==> src/rtl/dec_3x8_reg_if.sv <==
// rtl/dec_3x8_reg_if.sv - control/output bundle for the registered 3-to-8 decoder
//
// Purpose : groups the decoder control inputs and registered outputs so they
//           travel together between the driver and the decoder.
// Signals : en, load, a[2:0], pulse_mode, scan  (driver -> decoder)
//           y[7:0], valid, busy                  (decoder -> driver)
// Modports: master = driver side, slave = decoder side.
interface dec_3x8_reg_if;
    logic       en;
    logic       load;
    logic [2:0] a;
    logic       pulse_mode;
    logic       scan;
    logic [7:0] y;
    logic       valid;
    logic       busy;

    modport master (
        output en, load, a, pulse_mode, scan,
        input  y, valid, busy
    );

    modport slave (
        input  en, load, a, pulse_mode, scan,
        output y, valid, busy
    );
endinterface

==> src/rtl/dec_3x8_reg.sv <==
// rtl/dec_3x8_reg.sv - registered 3-to-8 decoder with latch, pulse and scan modes
//
// Purpose : captures a 3-bit code on an accepted load and drives the matching
//           one-hot byte, either held (latch), for HOLD_CYCLES cycles (pulse),
//           or walks y[0]..y[7] continuously while scan is high.
// Params  : HOLD_CYCLES - cycles y stays non-zero in pulse mode (1..255).
// Ports   : clk   - rising-edge clock
//           rst_n - asynchronous active-low reset
//           bus   - slave side of dec_3x8_reg_if (controls in, y/valid/busy out)
module dec_3x8_reg #(
    parameter int HOLD_CYCLES = 4
) (
    input  logic          clk,
    input  logic          rst_n,
    dec_3x8_reg_if.slave  bus
);

    typedef enum logic [1:0] {
        ST_IDLE  = 2'd0,
        ST_LATCH = 2'd1,
        ST_PULSE = 2'd2,
        ST_SCAN  = 2'd3
    } state_t;

    state_t     state_q, state_d;
    logic [7:0] y_q, y_d;
    logic       valid_q, valid_d;
    logic       busy_q, busy_d;
    logic [7:0] cnt_q, cnt_d;
    logic       load_ok;

    // Loads arriving mid-pulse are dropped, not queued.
    assign load_ok = bus.load && bus.en && !bus.scan && (state_q != ST_PULSE);

    always_comb begin
        state_d = state_q;
        y_d     = y_q;
        cnt_d   = cnt_q;

        if (!bus.en) begin
            state_d = ST_IDLE;
            y_d     = 8'h00;
            cnt_d   = 8'd0;
        end else if (bus.scan) begin
            state_d = ST_SCAN;
            cnt_d   = 8'd0;
            // Entering scan always starts on line 0; staying in scan rotates left.
            if (state_q == ST_SCAN) begin
                y_d = {y_q[6:0], y_q[7]};
            end else begin
                y_d = 8'h01;
            end
        end else if (load_ok) begin
            y_d = 8'h01 << bus.a;
            if (bus.pulse_mode) begin
                state_d = ST_PULSE;
                // The load edge itself is the first of the HOLD_CYCLES visible cycles.
                cnt_d   = 8'(HOLD_CYCLES - 1);
            end else begin
                state_d = ST_LATCH;
            end
        end else begin
            unique case (state_q)
                ST_IDLE: begin
                    y_d = 8'h00;
                end
                ST_LATCH: begin
                    y_d = y_q;
                end
                ST_PULSE: begin
                    if (cnt_q == 8'd0) begin
                        state_d = ST_IDLE;
                        y_d     = 8'h00;
                    end else begin
                        cnt_d = cnt_q - 8'd1;
                    end
                end
                ST_SCAN: begin
                    // scan dropped with no load in the same cycle
                    state_d = ST_IDLE;
                    y_d     = 8'h00;
                end
                default: begin
                    state_d = ST_IDLE;
                    y_d     = 8'h00;
                end
            endcase
        end

        valid_d = |y_d;
        busy_d  = (state_d == ST_PULSE);
    end

    always_ff @(posedge clk or negedge rst_n) begin
        if (!rst_n) begin
            state_q <= ST_IDLE;
            y_q     <= 8'h00;
            valid_q <= 1'b0;
            busy_q  <= 1'b0;
            cnt_q   <= 8'd0;
        end else begin
            state_q <= state_d;
            y_q     <= y_d;
            valid_q <= valid_d;
            busy_q  <= busy_d;
            cnt_q   <= cnt_d;
        end
    end

    assign bus.y     = y_q;
    assign bus.valid = valid_q;
    assign bus.busy  = busy_q;

endmodule

==> src/flat_wrapper.sv <==
// flat-port wrapper written by rule: the top's interface ports become plain ports
module dec_3x8_reg_flat 
#(
    parameter int HOLD_CYCLES = 4
)
  (clk, rst_n, bus_en, bus_load, bus_a, bus_pulse_mode, bus_scan, bus_y, bus_valid, bus_busy);
  dec_3x8_reg_if bus_i ();
  input  logic clk;
  input  logic rst_n;
  input wire logic [$bits(bus_i.en)-1:0] bus_en;
  input wire logic [$bits(bus_i.load)-1:0] bus_load;
  input wire logic [$bits(bus_i.a)-1:0] bus_a;
  input wire logic [$bits(bus_i.pulse_mode)-1:0] bus_pulse_mode;
  input wire logic [$bits(bus_i.scan)-1:0] bus_scan;
  output wire logic [$bits(bus_i.y)-1:0] bus_y;
  output wire logic [$bits(bus_i.valid)-1:0] bus_valid;
  output wire logic [$bits(bus_i.busy)-1:0] bus_busy;
  assign bus_i.en = bus_en;
  assign bus_i.load = bus_load;
  assign bus_i.a = bus_a;
  assign bus_i.pulse_mode = bus_pulse_mode;
  assign bus_i.scan = bus_scan;
  assign bus_y = bus_i.y;
  assign bus_valid = bus_i.valid;
  assign bus_busy = bus_i.busy;
  dec_3x8_reg #(.HOLD_CYCLES(HOLD_CYCLES)) u_core (.clk(clk), .rst_n(rst_n), .bus(bus_i));
endmodule
==> config.mk <==
export PLATFORM = sky130hd
export DESIGN_NAME = dec_3x8_reg_flat
export DESIGN_NICKNAME = d
export VERILOG_FILES = /design/src/rtl/dec_3x8_reg_if.sv /design/src/rtl/dec_3x8_reg.sv /design/src/flat_wrapper.sv
export SDC_FILE = /design/constraint.sdc
export NUM_CORES = 1
export LEC_CHECK = 0
export CORE_MARGIN = 2
export CORE_UTILIZATION = 56
export CTS_CLUSTER_SIZE = 20
export DETAILED_ROUTE_END_ITERATION = 8
export PLACE_DENSITY = 0.83
export SYNTH_ARGS = -nofsm -noshare
export SYNTH_HDL_FRONTEND = slang
export SYNTH_SLANG_ARGS = --single-unit
==> constraint.sdc <==
create_clock -name clk -period 4.6 [get_ports clk]
set_input_delay 0.69 -clock clk [delete_from_list [all_inputs] [get_ports clk]]
set_output_delay 0.69 -clock clk [all_outputs]
set_load 0.03 [all_outputs]
==> key figures <==
Outcome
  • Status: finished clean

Flow run
  • Max Cap Viol: 0

STA
  • Period utilisation layout: around 50%
  • Max Slew Vio Count: 0
  • Worst-margin pin slew: 0.8381 ns
  • RSZ-0062 raised after global routing: no
  • Fmax achieved: ~0.44 GHz
  • Setup Skew: 0.003668 ns
  • Fin. Hold Viols: 0
  • Hold Slack: around 0.54 ns
  • Crit path time final: approximately 2.3 ns
  • Setup TNS Final: 0 ns
  • Max-Slew Margin vs Limit: about 44%
  • Final setup violating endpoints: 0

Logic synthesis
  • Mapped cell area: between 1000 and 1500 µm²
  • Mapped Nets: 140
  • Yosys cell types: 34
  • Most frequent cell after synthesis: dfrtp_1
  • Yosys top cell by area: dfrtp_1
  • Asr flop ratio synth: 100.0%
  • Mean post-synth cell area: 9.195 µm²
  • Ranking of synthesized cells by area: dfrtp_1 42%, a31oi_1 5.3%, a41oi_1 4.4%, nand3_1 4.2%, o211ai_1 3.8%
  • Seq cells post-synth: 20
  • Syn Inst Count: 129
  • Top FF cell, synth: dfrtp_1
  • Yosys top cell area share: 42.19%
  • Post-synth EDFFs: 0
  • Most instantiated cells after synthesis: 20 x dfrtp_1, 10 x a31oi_1, 10 x nand3_1, 10 x nor2_1
  • Seq/Total Area, Yosys: a little over two fifths
  • Synth warn: 0

Placement
  • Placed Cells: about 160
  • Gp weighted congestion: between 0.9 and 1
  • Hpwl dp: around 1.9 mm
  • Post-DP Area: 1354 µm²
  • I/O Buffers: 18

CTS
  • # resized after CTS: 0
  • Root buf cell: clkbuf_4
  • Post-CTS setup buffers: 0
  • Clk buf depth: 2
  • Clock H-tree levels: 1
  • Hold-fix buffers, CTS: 0
  • CTS tree: yes
  • Worst skew pair latency: a little under 0.3 ns
  • Clock sink count: 20
  • TritonCTS buffer count: 3
  • CTS clk-pin slew, worst paths: approximately 0.10 ns

Final layout
  • Layout Nets: between 150 and 200
  • Fin cells: 167
  • Final instance area: around 1400 µm²
  • Share of layout cells above drive strength 1: under 10%
  • Fillers: approximately 150
  • Register area: ~500 µm²
  • Multi-input gate area: 628.1 µm²
  • P&R area growth vs syn: 16.03%
  • # diodes: 0

Global route
  • Overall Global Routing Usage: 23.18%
  • Grt total ovfl: 0
  • Global-route wire length before repair: approximately 4.5 mm
  • Initial antenna violation count: 0
  • Largest net degree at the start of global routing: 21
  • Vias in the first global route: just under 1000

Setup path
  • Crit path DAT: 2.47 ns
  • FF-to-FF End: u_core.bus.valid
  • CP Max Fanout: 14
  • Critical path class: input pin to flip-flop
  • Slack of the worst reg-to-reg path: 2.47 ns
  • Cell count of the worst reg-to-reg path: 7
  • CP endpoint kind: flip-flop
  • CP startpoint kind: input pin
  • Crit Reg-Reg Startpoint: u_core.cnt_q[0]
  • CP Data Required Time: 4.78 ns

Detailed routing
  • Vias/cell: 6.395
  • Routed WL: 2.577 mm
  • First-pass iteration count of the detailed router: 4
  • Initial DRC count: 49
  • Via count: between 1000 and 1500
  • DR WL/cell: 15.43 µm
  • DRC: 0
  • Routed Antenna Nets: 0

Die
  • Die Y: around 50 µm
  • Die area: 2502 µm²
  • Ports: 19
  • Rows: 16
  • CORE AREA: just under 2000 µm²
  • Die W: around 50 µm
  • Initial core utilization: 59.85%

Pwr
  • Cell Pwr Density: 255.8 nW/µm²
  • Total power draw: roughly 0.00035 W
  • Pleak: around 0.53 nW
  • Worst-case vdd ir drop: 0.2237 mV

Worst hold path
  • Worst hold stages: 1
  • Worst hold-check path type: flip-flop to flip-flop
  • Worst hold start: u_core.cnt_q[0]
  • Hold-critical path endpoint: u_core.cnt_q[0]
==> how the worst max path moves through the flow <==
| stage | start | to |
|---|---|---|
| floorplan | u_core.cnt_q[0] | u_core.bus.valid |
| global placement | bus_scan | u_core.bus.valid |
| detailed placement | bus_scan | u_core.bus.valid |
| CTS | bus_scan | u_core.bus.valid |
| global route | bus_scan | u_core.bus.valid |
| finish | bus_scan | u_core.bus.valid |
==> critical path, stage by stage <==
cell	delay, ns
clkdlybuf4s50_1	0.61
nand3b_1	0.46
nand3_1	0.18
a31oi_1	0.11
nor4_1	0.33
nand2_1	0.08
==> per-stage QoR <==
step                      util, %  setup WS [ns]
final                       69.44          2.313
after CTS                   69.44          2.344
after global placement      68.31          2.133
after detailed placement    68.31          2.039
after global routing        69.44          2.166
after floorplan                 -          2.616
==> state kept, by name (all words and copies together), names as in the netlist <==
register,cells
u_core.bus.busy,1
u_core.bus.valid,1
u_core.bus.y,8
u_core.cnt_q,8
u_core.state_q,2
==> cells in the final DEF (no fill, tap or decap) <==
cell             netlist  final
dfrtp_1               20     20
clkdlybuf4s50_1        0     18
a31oi_1               10     10
nand3_1               10     10
nor2_1                10     10
a21oi_1                7      7
a41oi_1                6      6
o211ai_1               6      6
nor2b_1                5      5
nand2_1                5      5
o21a_1                 4      4
xor2_1                 4      4
inv_1                  3      3
and3_1                 3      3
nor4_1                 3      3
clkbuf_4               0      3
nand2b_1               2      2
o211ai_2               2      2
nand4b_1               2      2
nor3_1                 2      2
xnor2_1                2      2
a211oi_1               2      2
ha_1                   2      2
and2_1                 1      1
and3b_1                1      1
or4_4                  1      1
or3b_2                 1      1
nand3b_1               1      1
o21ai_0                1      1
o21ai_1                1      1
a221oi_1               1      1
o2111ai_1              1      1
==> logic make-up (layout without fill, tap and decap cells) <==
kind of cell             after synthesis  count (layout)  synth area share (%)
AO/OA/AOI/OAI                         41              41                 24.68
XOR/XNOR                               6               6                 4.430
adder cells (fa/ha/maj)                2               2                 2.109
buffers and inverters                 13              24                 4.852
flip-flops                            20              20                 42.19
AND/OR/NAND/NOR                       47              47                 21.73
==> metal layers <==
layer / global-route usage, % / vias up / wire length (µm)
met5: 0 / - / 0
met4: 5.093 / 0 / 36
met3: 3.939 / 7 / 192
met2: 35.75 / 52 / 1223
met1: 33.99 / 499 / 1124
li1: - / 510 / -
==> where the power goes <==
part | internal (W) | total (W) | switching (W)
logic | 0.0000315 | 0.0000808 | 0.0000493
clock network | 0.0000305 | 0.0000799 | 0.0000495
registers | 0.000183 | 0.000191 | 0.00000792
==> area by class of cell <==
class	instances	area share (%)
flip-flops and latches	20	36.36
clock buffers	3	1.636
inverters	3	0.8182
repair buffers	18	13.09
multi-input cells	96	45.64
well taps	27	2.455
(Power assumes the default switching activity.)
